**src/rtl/conv_frame_sequencer.sv**
```systemverilog
// rtl/conv_frame_sequencer.sv - frame sequencer for the 3x3 convolution datapath
// Tracks raster position, tags complete windows through the pipeline, flags s_tlast mismatches.
module conv_frame_sequencer #(
  parameter int IMG_W    = 64,
  parameter int IMG_H    = 64,
  parameter int PIPE_LAT = 3
) (
  input  logic clk_i,
  input  logic rst_i,
  input  logic start_i,
  input  logic s_tvalid_i,
  output logic s_tready_o,
  input  logic s_tlast_i,
  output logic m_tvalid_o,
  input  logic m_tready_i,
  output logic m_tlast_o,
  output logic pix_en_o,
  output logic pipe_en_o,
  output logic busy_o,
  output logic frame_done_o,
  output logic err_tlast_o
);
  localparam int CW   = $clog2(IMG_W);
  localparam int RW   = $clog2(IMG_H);
  localparam int NOUT = (IMG_W - 2) * (IMG_H - 2);
  localparam int OW   = $clog2(NOUT + 1);

  localparam logic [CW-1:0] COL_LAST = CW'(IMG_W - 1);
  localparam logic [CW-1:0] COL_TWO  = CW'(2);
  localparam logic [RW-1:0] ROW_LAST = RW'(IMG_H - 1);
  localparam logic [RW-1:0] ROW_TWO  = RW'(2);
  localparam logic [OW-1:0] OUT_LAST = OW'(NOUT - 1);

  typedef enum logic [1:0] {IDLE, RUN, FLUSH, DONE} state_t;

  state_t              state_q;
  logic [CW-1:0]       col_q;
  logic [RW-1:0]       row_q;
  logic [OW-1:0]       out_cnt_q;
  logic [PIPE_LAT-1:0] vld_q;
  logic [PIPE_LAT-1:0] vld_d;
  logic                err_q;

  logic active;
  logic out_hs;
  logic px_last;
  logic slot_in;

  // Reset gates the ready/advance strobes so nothing is accepted in the reset cycle.
  always_comb begin
    active       = ((state_q == RUN) || (state_q == FLUSH)) && !rst_i;
    m_tvalid_o   = vld_q[PIPE_LAT-1];
    pipe_en_o    = active && (m_tready_i || !m_tvalid_o);
    s_tready_o   = pipe_en_o && (state_q == RUN);
    pix_en_o     = s_tvalid_i && s_tready_o;
    m_tlast_o    = m_tvalid_o && (out_cnt_q == OUT_LAST);
    out_hs       = m_tvalid_o && m_tready_i;
    frame_done_o = active && out_hs && m_tlast_o;
    busy_o       = (state_q == RUN) || (state_q == FLUSH);
    err_tlast_o  = err_q;
    px_last      = (row_q == ROW_LAST) && (col_q == COL_LAST);
    slot_in      = pix_en_o && (row_q >= ROW_TWO) && (col_q >= COL_TWO);
    vld_d        = (vld_q << 1) | PIPE_LAT'(slot_in);
  end

  always_ff @(posedge clk_i) begin
    if (rst_i) begin
      state_q   <= IDLE;
      col_q     <= '0;
      row_q     <= '0;
      out_cnt_q <= '0;
      vld_q     <= '0;
      err_q     <= 1'b0;
    end else begin
      case (state_q)
        IDLE: begin
          if (start_i) begin
            state_q   <= RUN;
            col_q     <= '0;
            row_q     <= '0;
            out_cnt_q <= '0;
            err_q     <= 1'b0;
          end
        end
        RUN, FLUSH: begin
          if (pipe_en_o) vld_q <= vld_d;
          if (pix_en_o) begin
            if (col_q == COL_LAST) begin
              col_q <= '0;
              row_q <= row_q + RW'(1);
            end else begin
              col_q <= col_q + CW'(1);
            end
            // Upstream tlast is only cross-checked; the frame ends by pixel count.
            if (s_tlast_i != px_last) err_q <= 1'b1;
            if (px_last) state_q <= FLUSH;
          end
          if (out_hs) out_cnt_q <= out_cnt_q + OW'(1);
          if (frame_done_o) state_q <= DONE;
        end
        DONE:    state_q <= IDLE;
        default: state_q <= IDLE;
      endcase
    end
  end
endmodule
```
**config.mk**
```make
export PLATFORM = sky130hd
export DESIGN_NAME = conv_frame_sequencer
export DESIGN_NICKNAME = d
export VERILOG_FILES = /design/src/rtl/conv_frame_sequencer.sv
export SDC_FILE = /design/constraint.sdc
export NUM_CORES = 1
export LEC_CHECK = 0
export ABC_AREA = 1
export ABC_CLOCK_PERIOD_IN_PS = 1900
export BUFFER_PORTS_ARGS = -buffer_cell sky130_fd_sc_hd__buf_2
export CORE_MARGIN = 10
export CORE_UTILIZATION = 61
export CTS_BUF_LIST = sky130_fd_sc_hd__clkbuf_8
export DETAILED_ROUTE_END_ITERATION = 7
export PLACE_DENSITY = 0.86
export SYNTH_ARGS = -nofsm -noshare
export SYNTH_HDL_FRONTEND = slang
export SYNTH_SLANG_ARGS = --single-unit
```
**constraint.sdc**
```tcl
create_clock -name clk_i -period 1.9 [get_ports clk_i]
set_input_delay 0.19 -clock clk_i [delete_from_list [all_inputs] [get_ports clk_i]]
set_output_delay 0.19 -clock clk_i [all_outputs]
set_load 0.005 [all_outputs]
```
==> flow_summary.ini, run 1 <==
[route]
drt_iter0_drc = 63
drc = 0
wl_um = 3740
antenna_left = 0
vias = 1633
via_per_inst = 5.30
drt-pass1-iter-count = 4
routedWlPerCell_um = 12.1

[synthesis]
synth_edf_count = 0
synth_ff_type = dfxtp_1
synth-seq-cells = 30
synth_top_cell_by_area = dfxtp_1
avgSynthCellArea_um2 = 6.82
syn_inst = 255
synth_nets = 269
synthTopCellsByArea = dfxtp_1 (35%), nand2_1 (14%), inv_1 (7.3%)
ys_async_sr_fraction = 0
ys_warn_count = 0
synth.distinct_cells = 34
syn-cell-area_mm2 = 0.00174
netlist.area_leader.share = 0.346
synth-seq-area-share = 0.346

[worst_hold_path]
hp-class = primary input to flop

[sta]
fmax_ghz = 0.554
finalCritPeriodShare = 0.950
grt_setup_unrepaired = no
maxSlewViolCount = 0
slew_headroom = 0.787
min_period_ps = 1810
skew_ps = 5.69
hold_violations = 0
worstMarginPinSlew_ps = 316
setup_tns_ps = 0
setup_violations = 0

[floorplanning]
rows = 19
dieArea_mm2 = 0.00538
fp.dieH_um = 73.4
coreArea_mm2 = 0.00273
ios = 14
start_util = 0.636
die_w_um = 73.4

[setup_path]
end_kind = primary output
critPathTopFamily = buffers and inverters
crit_slowest_cell = dfxtp_2
path_class = flop to primary output
critPathArrivalTime_ps = 1620
path_max_fanout = 12
cp-start-kind = flop
path_buf_inv = 4
critPathRequiredTime_ps = 1710
critPathMaxStageDelay_ps = 350
cp_cell_sequence = inv_1, ha_4, buf_6, nand2_1, nor2_1, nand3_1, inv_1, buf_2
cp_common_cell = inv_1

[power]
powerDensity_mw_per_mm2 = 1400
ir_drop_mv = 1.10
p_leak_uw = 0.000884

[global_routing]
grt_pass1_wl_um = 6670
grt_use_total = 0.155
grt_max_degree = 13
antenna_found_initial = 0
grt.overflow.total = 0
grt_pass1_vias = 1600

[layout]
syn2layout_area_growth_pct = 14.0
seq_area_um2 = 603
n_fill_cell = 217
multi_input_area_um2 = 985
fin_nets = 290
final_core_util = 0.724
diodes = 0
drive_gt1_frac = 0.181

[clocking]
root_buffer = clkbuf_8
cts_made_buffers = 5
clk_pin_slew_ps = 60
cts.sinks = 30
cts_hold_buf = 0
htree_levels = 2
cts_setup_buffers = 0
cts_tree = yes
clkLatencyLatePin_ps = 290
ctsLongestPathBuffers = 2

[placed_design]
io_buffer_count = 13
gp_congestion = 0.906
dp_hpwl_um = 2780

[run_status]
status = finished, final reports clean

[run]
maxCapViolCount = 0
[stage by stage]
step / area [um^2] / cells / worst slack [ps] / hold slack, ps / total power (uW)
2_1_floorplan: 1740 / 255 / 301 / 383 / 1760
3_3_place_gp: 1850 / 300 / 193 / 446 / 2060
3_5_place_dp: 1850 / 300 / 111 / 455 / 2080
4_1_cts: 1970 / 308 / 2.46 / 244 / 2720
5_1_grt: 1980 / 308 / 4.26 / 273 / 2990
6_report: 1980 / 308 / 94.8 / 250 / 2760
[where the power goes]
| part | internal [uW] | switching (uW) | leakage, uW |
|---|---|---|---|
| registers | 705 | 55.3 | 0.000244 |
| clock network | 365 | 249 | 0.0000575 |
| logic | 472 | 917 | 0.000583 |
| total | 1540 | 1220 | 0.000884 |
[flip-flops by register name (all words and copies together) (netlist names)]
name and flops:
col_q 6, err_tlast_o 1, out_cnt_q 12, row_q 6, state_q 2, vld_q 3
[metal layers]
metal | vias up | GRT usage | part of all wire | wire (um)
met3 | 8 | 0.0511 | 0.044 | 165
met5 | - | 0 | 0 | 0
met2 | 27 | 0.269 | 0.52 | 1930
met1 | 747 | 0.167 | 0.42 | 1570
li1 | 851 | - | - | -
met4 | 0 | 0.0663 | 0.021 | 77
[cell type report]
class,instances,share of cell area
multi-input cells,183,0.497
flip-flops and latches,30,0.304
inverters,40,0.0771
clock buffers,8,0.0556
repair buffers,16,0.0461
well taps,31,0.0196
[cells in the final DEF, fill, tap and decap left out, drive strengths merged, types with 8 or more instances in the layout]
cell type  instances
inv               39
buf               16
a21oi             21
dfxtp             30
o21ai              9
ha                 8
nand3             13
nor2              39
clkbuf             8
nand2             70
[synth_stat cells (2+ instances only)]
master / number
nand2_1: 65
inv_1: 34
nor2_1: 34
dfxtp_1: 30
a21oi_1: 21
nand3_1: 10
ha_1: 8
o21ai_0: 5
inv_2: 4
nand2_2: 4
nand4_1: 4
nor2_2: 3
o21ai_1: 3
o21bai_1: 3
xnor2_1: 3
nand3_2: 2
nor3_1: 2
nor4_1: 2
o211ai_1: 2
xor2_1: 2
[worst reg2reg max path: cells and delay by family (launching register included)]
family                   cells  cell delay, ps
flip-flops                   1             350
adder cells (fa/ha/maj)      1             250
buffers and inverters        3             300
AND/OR/NAND/NOR              7             660
[kinds of logic (layout without fill, tap and decap cells)]
logic type,after synthesis,count (layout),synth area share
and+or+nand+nor,133,133,0.358
xor gates and xnor gates,5,5,0.0252
AOI/OAI and AO/OA,37,37,0.119
adders and majority gates,8,8,0.0576
DFF,30,30,0.346
buffers and inverters,42,64,0.0950
[path summary, 6_finish.rpt]
| kind | startpoint | depth (start not counted) | to | slack, ps |
|---|---|---|---|---|
| max | state_q[0]$_SDFFE_PP0P_ | 8 | frame_done_o | 90 |
| min | s_tlast_i | 4 | err_tlast_o$_SDFFE_PP0P_ | 250 |
| max reg2reg | state_q[0]$_SDFFE_PP0P_ | 11 | out_cnt_q[9]$_SDFFE_PP0P_ | 230 |
| min reg2reg | vld_q[0]$_SDFFE_PP0P_ | 2 | vld_q[0]$_SDFFE_PP0P_ | 460 |
[what timing repair did]
action	4_1_cts	5_1_grt
gates resized for setup	2	3
endpoints found under the hold margin	0	0
setup endpoints to repair	1	4
pin swaps	0	1
No activity file was read; power rests on OpenSTA's default activity.
==> inputs of run 2 (changes only) <==
- CELL_PAD_IN_SITES_DETAIL_PLACEMENT: unset -> 0
- CELL_PAD_IN_SITES_GLOBAL_PLACEMENT: unset -> 1
- CORE_UTILIZATION: 61 -> 44
==> run 2 against run 1 <==
  * First-iteration DRC count fell by 3.2%
  * Design area increased by 0.13%
  * Critical path depth did not move
  * Maximum frequency is 0.51% higher
  * Routed wire length is 2.8% higher
  * Via count down 2.0%
  * Flip-flop and latch count stayed put
  * Largest cell class unchanged
  * Largest power group unchanged
==> flow_summary.ini, run 2 (synthesis results as in run 1) <==
[global_routing]
antenna_found_initial = 0
grt_use_total = 0.109
grt_max_degree = 12
grt_pass1_vias = 1415
grt.overflow.total = 0
grt_pass1_wl_um = 6400

[clocking]
htree_levels = 2
cts.sinks = 30
clkLatencyLatePin_ps = 280
root_buffer = clkbuf_8
clk_pin_slew_ps = 60
cts_hold_buf = 0
ctsLongestPathBuffers = 2
cts_tree = yes
cts_made_buffers = 5

[floorplanning]
dieArea_mm2 = 0.00686
die_w_um = 82.8
fp.dieH_um = 82.8
start_util = 0.464
rows = 22
coreArea_mm2 = 0.00374
ios = 14

[placed_design]
postPlaceCellArea_mm2 = 0.00188
gp_congestion = 0.805
pre_cts_ws_ps = 164
io_buffer_count = 13
dp_hpwl_um = 2930

[setup_path]
cp_common_cell = inv_1
path_class = flop to primary output
path_buf_inv = 4
critPathTopFamily = buffers and inverters
end_kind = primary output
critPathArrivalTime_ps = 1610
cp-start-kind = flop
path_max_fanout = 9
cp_cell_sequence = inv_1, ha_4, buf_6, nand2_1, nor2_1, nand3_1, inv_1, buf_2
critPathRequiredTime_ps = 1710
critPathMaxStageDelay_ps = 330
crit_slowest_cell = dfxtp_2

[sta]
maxSlewViolCount = 0
finalCritPeriodShare = 0.945
fin_ws_ps = 104
fmax_ghz = 0.557
setup_tns_ps = 0
slew_headroom = 0.816
worstMarginPinSlew_ps = 277
holdWs_ps = 271
min_period_ps = 1800
setup_violations = 0
grt_setup_unrepaired = no
hold_violations = 0
skew_ps = 3.96

[layout]
syn2layout_area_growth_pct = 14.1
drive_gt1_frac = 0.173
final_cell_mix = nand2_1 (65), inv_1 (36), nor2_1 (34), dfxtp_1 (28), a21oi_1 (21)
top_regs = out_cnt_q x12, col_q x6, row_q x6
fin_nets = 292
largest_reg_flops = 12
final_common_cell = nand2_1
final_area_mm2 = 0.00198
regMostFlops = out_cnt_q
diodes = 0

[route]
routedWlPerCell_um = 11.8
drc = 0
drt_iter0_drc = 61
antenna_left = 0
drt-pass1-iter-count = 4
wl_um = 3850
via_per_inst = 4.91
vias = 1601

[run]
maxCapViolCount = 0

[worst_hold_path]
hp-class = primary input to flop

[power]
switching_share = 0.456
pwr-share-seq = 0.286
p_comb_frac = 0.540
clockPowerShare = 0.174
p_leak_uw = 0.000883
switchingPower_uw = 1210
powerDensity_mw_per_mm2 = 1340
intPower_uw = 1440
ir_drop_mv = 0.887

[run_status]
status = finished, final reports clean
[run 2: what timing repair did]
item	CTS	global route
setup buffers	1	0
cloned	0	0
pin swaps	1	0
endpoints found under the setup margin	1	3
resized for setup	1	3
[run 2: tightest hold or removal path, cell delays in order]
cell and delay, ps:
buf_2 90, xnor2_1 60, a21oi_1 110, nor2_1 50
[run 2: per-stage QoR]
step | util | power, uW | cells
floorplan | - | 1760 | 255
global placement | 0.502 | 2140 | 318
detailed placement | 0.502 | 2150 | 318
CTS | 0.525 | 2620 | 326
global route | 0.530 | 2880 | 326
finish | 0.530 | 2650 | 326
[run 2: worst paths after layout]
| path | from | to | slack, ps | cells after the start |
|---|---|---|---|---|
| hold reg to reg | vld_q[1]$_SDFFE_PP0P_ | vld_q[1]$_SDFFE_PP0P_ | 460 | 2 |
| hold / removal | s_tlast_i | err_tlast_o$_SDFFE_PP0P_ | 270 | 4 |
| setup reg to reg | state_q[1]$_SDFFE_PP0P_ | state_q[0]$_SDFFE_PP0P_ | 180 | 11 |
| setup / recovery | state_q[1]$_SDFFE_PP0P_ | frame_done_o | 100 | 8 |
[run 2: layer usage]
layer	global-route usage	share of wire
met1	0.135	0.49
met2	0.168	0.44
met3	0.0420	0.052
met4	0.0369	0.015
met5	0	0
[run 2: power groups by stage]
stage               sequential (uW)  clock (uW)  combinational, uW
floorplan                       758           0                998
global placement                766           0               1380
detailed placement              771           0               1380
CTS                             759         484               1380
global route                    770         515               1590
finish                          760         461               1430
[run 2: layout make-up]
type	instances	area, um^2
multi-input combinational	183	985
sequential	30	603
timing repair buffer	18	106
inverter	40	153
tap	48	60.1
clock inverter	2	7.51
clock buffer	5	68.8
fill	407	1760
==> inputs of run 3 (changes only) <==
- ABC_AREA: 1 -> unset
- CORE_UTILIZATION: 44 -> 46
- HOLD_SLACK_MARGIN: unset -> 0.1
==> run 3 against run 2 <==
  * Power decreased by 47%
  * Maximum frequency decreased by 2.4%
  * First-iteration DRC count increased by 28%
  * Non-clock buffer count increased by 17
  * Critical path depth decreased by 2
  * Design area increased by 14%
  * Die area decreased by 3.1%
  * Via count increased by 7.4%
  * Synthesized area increased by 0.22%
  * Cell count decreased by 10%
  * Critical path type is now flop to flop
  * Critical endpoint is now out_cnt_q[11]$_SDFFE_PP0P_
  * Largest cell class unchanged
  * Largest power group is now sequential cells
==> flow_summary.ini, run 3 <==
[run_status]
status = finished, final reports clean

[synthesis]
ys_async_sr_fraction = 0
syn-cell-area_mm2 = 0.00174
synth_nets = 225
avgSynthCellArea_um2 = 8.25
synth.distinct_cells = 48
synth_top_cell_by_area = dfxtp_1
synthMostInstantiatedCell = dfxtp_1
netlist.area_leader.share = 0.345
ys_warn_count = 0
synthTopCellsByCount = dfxtp_1 (30), nand2_1 (19), a21oi_1 (16), o21ai_0 (13), nor2_1 (12)
synthTopCellsByArea = dfxtp_1 (34%), ha_1 (5.7%), a21oi_1 (4.6%)
synth_ff_type = dfxtp_1
synth_edf_count = 0
synth-seq-cells = 30
syn_inst = 211
synth-seq-area-share = 0.345

[placed_design]
pre_cts_ws_ps = -50.3
gp_congestion = 0.848
dp_hpwl_um = 3150
place_inst = 279
io_buffer_count = 13

[setup_path]
critPathTopFamily = simple AND/OR/NAND/NOR gates
end_kind = flop
r2r_setup_slack_ps = 60
path_class = flop to flop
crit_slowest_cell = or4_4
cp-start-kind = flop
critPathArrivalTime_ps = 2050
critPathRequiredTime_ps = 2110
path_buf_inv = 1
path_max_fanout = 8
critPathMaxStageDelay_ps = 420
cp_cell_sequence = inv_2, ha_4, nand3_4, a211o_4, or4_4, a21oi_2

[route]
wl_um = 4620
drc = 0
dr.max_layer_used = met4
vias = 1720
routedWlPerCell_um = 15.8
antenna_left = 0
drt_iter0_drc = 78
dr_wl_met3_um = 184
drt-pass1-iter-count = 4
wl_met1_um = 2160
met2WireLength_um = 2220
via_per_inst = 5.87

[sta]
maxSlewViolCount = 0
finalCritPeriodShare = 0.968
setup_violations = 0
grt_setup_unrepaired = yes
setup_tns_ps = 0
hold_violations = 0
fin_ws_ps = 60.6
holdWs_ps = 174
min_period_ps = 1840
fmax_ghz = 0.544
skew_ps = 7.45
worstMarginPinSlew_ps = 513
slew_headroom = 0.655

[layout]
diodes = 0
final_cells = 293
regMostFlops = out_cnt_q
drive_gt1_frac = 0.298
top_regs = out_cnt_q x12, col_q x6, row_q x6
fin_nets = 258
final_core_util = 0.616
final_cell_mix = dfxtp_1 (27), buf_4 (20), nand2_1 (19), a21oi_1 (15), buf_2 (13)
final_common_cell = dfxtp_1
syn2layout_area_growth_pct = 29.4
largest_reg_flops = 12

[clocking]
clkLatencyLatePin_ps = 280
root_buffer = clkbuf_8
ctsLongestPathBuffers = 2
htree_levels = 2
cts_hold_buf = 0
clk_pin_slew_ps = 70
cts_tree = yes
cts_made_buffers = 5
cts.sinks = 30

[power]
p_comb_frac = 0.175
switchingPower_uw = 392
intPower_uw = 1020
ir_drop_mv = 0.428
clockPowerShare = 0.372
powerDensity_mw_per_mm2 = 628
pwr-share-seq = 0.453
switching_share = 0.277
p_leak_uw = 0.000824

[global_routing]
grt_max_degree = 16
grt_pass1_vias = 1597
grt_use_total = 0.140
grt_pass1_wl_um = 7560
grt.overflow.total = 0
antenna_found_initial = 0

[floorplanning]
die_w_um = 81.5
ios = 14
start_util = 0.476
coreArea_mm2 = 0.00366
rows = 22
fp.dieH_um = 81.5
dieArea_mm2 = 0.00665

[run]
maxCapViolCount = 0

[worst_hold_path]
hp-class = primary input to flop
## run 3: changes by cell type after synthesis, sizes merged, moves of 5 or more
cell / delta
nand2b: +5
o21ai: +5
nor4: +6
or4: +5
nor2: -27
o31ai: +6
buf: +5
a31oi: +5
or3: +8
inv: -31
nand2: -51
a21oi: -5
## run 3: final timing paths
check / start / endpoint / cells past startpoint
max: state_q[0]$_SDFFE_PP0P_ / out_cnt_q[11]$_SDFFE_PP0P_ / 6
min: rst_i / out_cnt_q[1]$_SDFFE_PP0P_ / 2
max reg2reg: state_q[0]$_SDFFE_PP0P_ / out_cnt_q[11]$_SDFFE_PP0P_ / 6
min reg2reg: vld_q[0]$_SDFFE_PP0P_ / vld_q[1]$_SDFFE_PP0P_ / 2
## run 3: final cells by class
type                            count  area, um^2
Clock buffer                        6        82.6
Clock inverter                      2        8.76
Fill cell                         307        1410
Inverter                            8        30.0
Multi-Input combinational cell    164        1230
Sequential cell                    30         607
Tap cell                           48        60.1
Timing Repair Buffer               35         238
## run 3: stage by stage
stage               area, um^2  total power (uW)
finish                    2250              1420
global route              2250              1480
CTS                       2120              1380
detailed placement        1960               841
global placement          1960               834
floorplan                 1760               776
## run 3: repair_timing
action | CTS | global route
gates cloned | 1 | 0
buffers inserted | 1 | 4
pin swaps | 4 | 8
gates resized for setup | 11 | 25
setup endpoints to repair | 7 | 21
## run 3: power by group through the flow
stage | Sequential, uW | Clock, uW | Combinational (uW)
finish | 640 | 527 | 248
floorplan | 653 | 0 | 123
detailed placement | 655 | 0 | 186
CTS | 640 | 533 | 204
global placement | 654 | 0 | 180
global route | 642 | 564 | 271
## run 3: routing by layer
metal / global-route usage / vias up
met4: 0.0415 / 0
met3: 0.0349 / 5
li1: - / 857
met5: 0 / -
met2: 0.228 / 38
met1: 0.179 / 820
## run 3: cells by family (layout without fill, tap and decap cells)
logic type,Yosys count,count (layout),synth area share
compound gates,53,54,0.188
xor+xnor,4,4,0.0201
fa+ha+maj,8,8,0.0575
buf+inv,18,51,0.0467
flops,30,30,0.345
mux,4,4,0.0230
simple gates,94,94,0.320
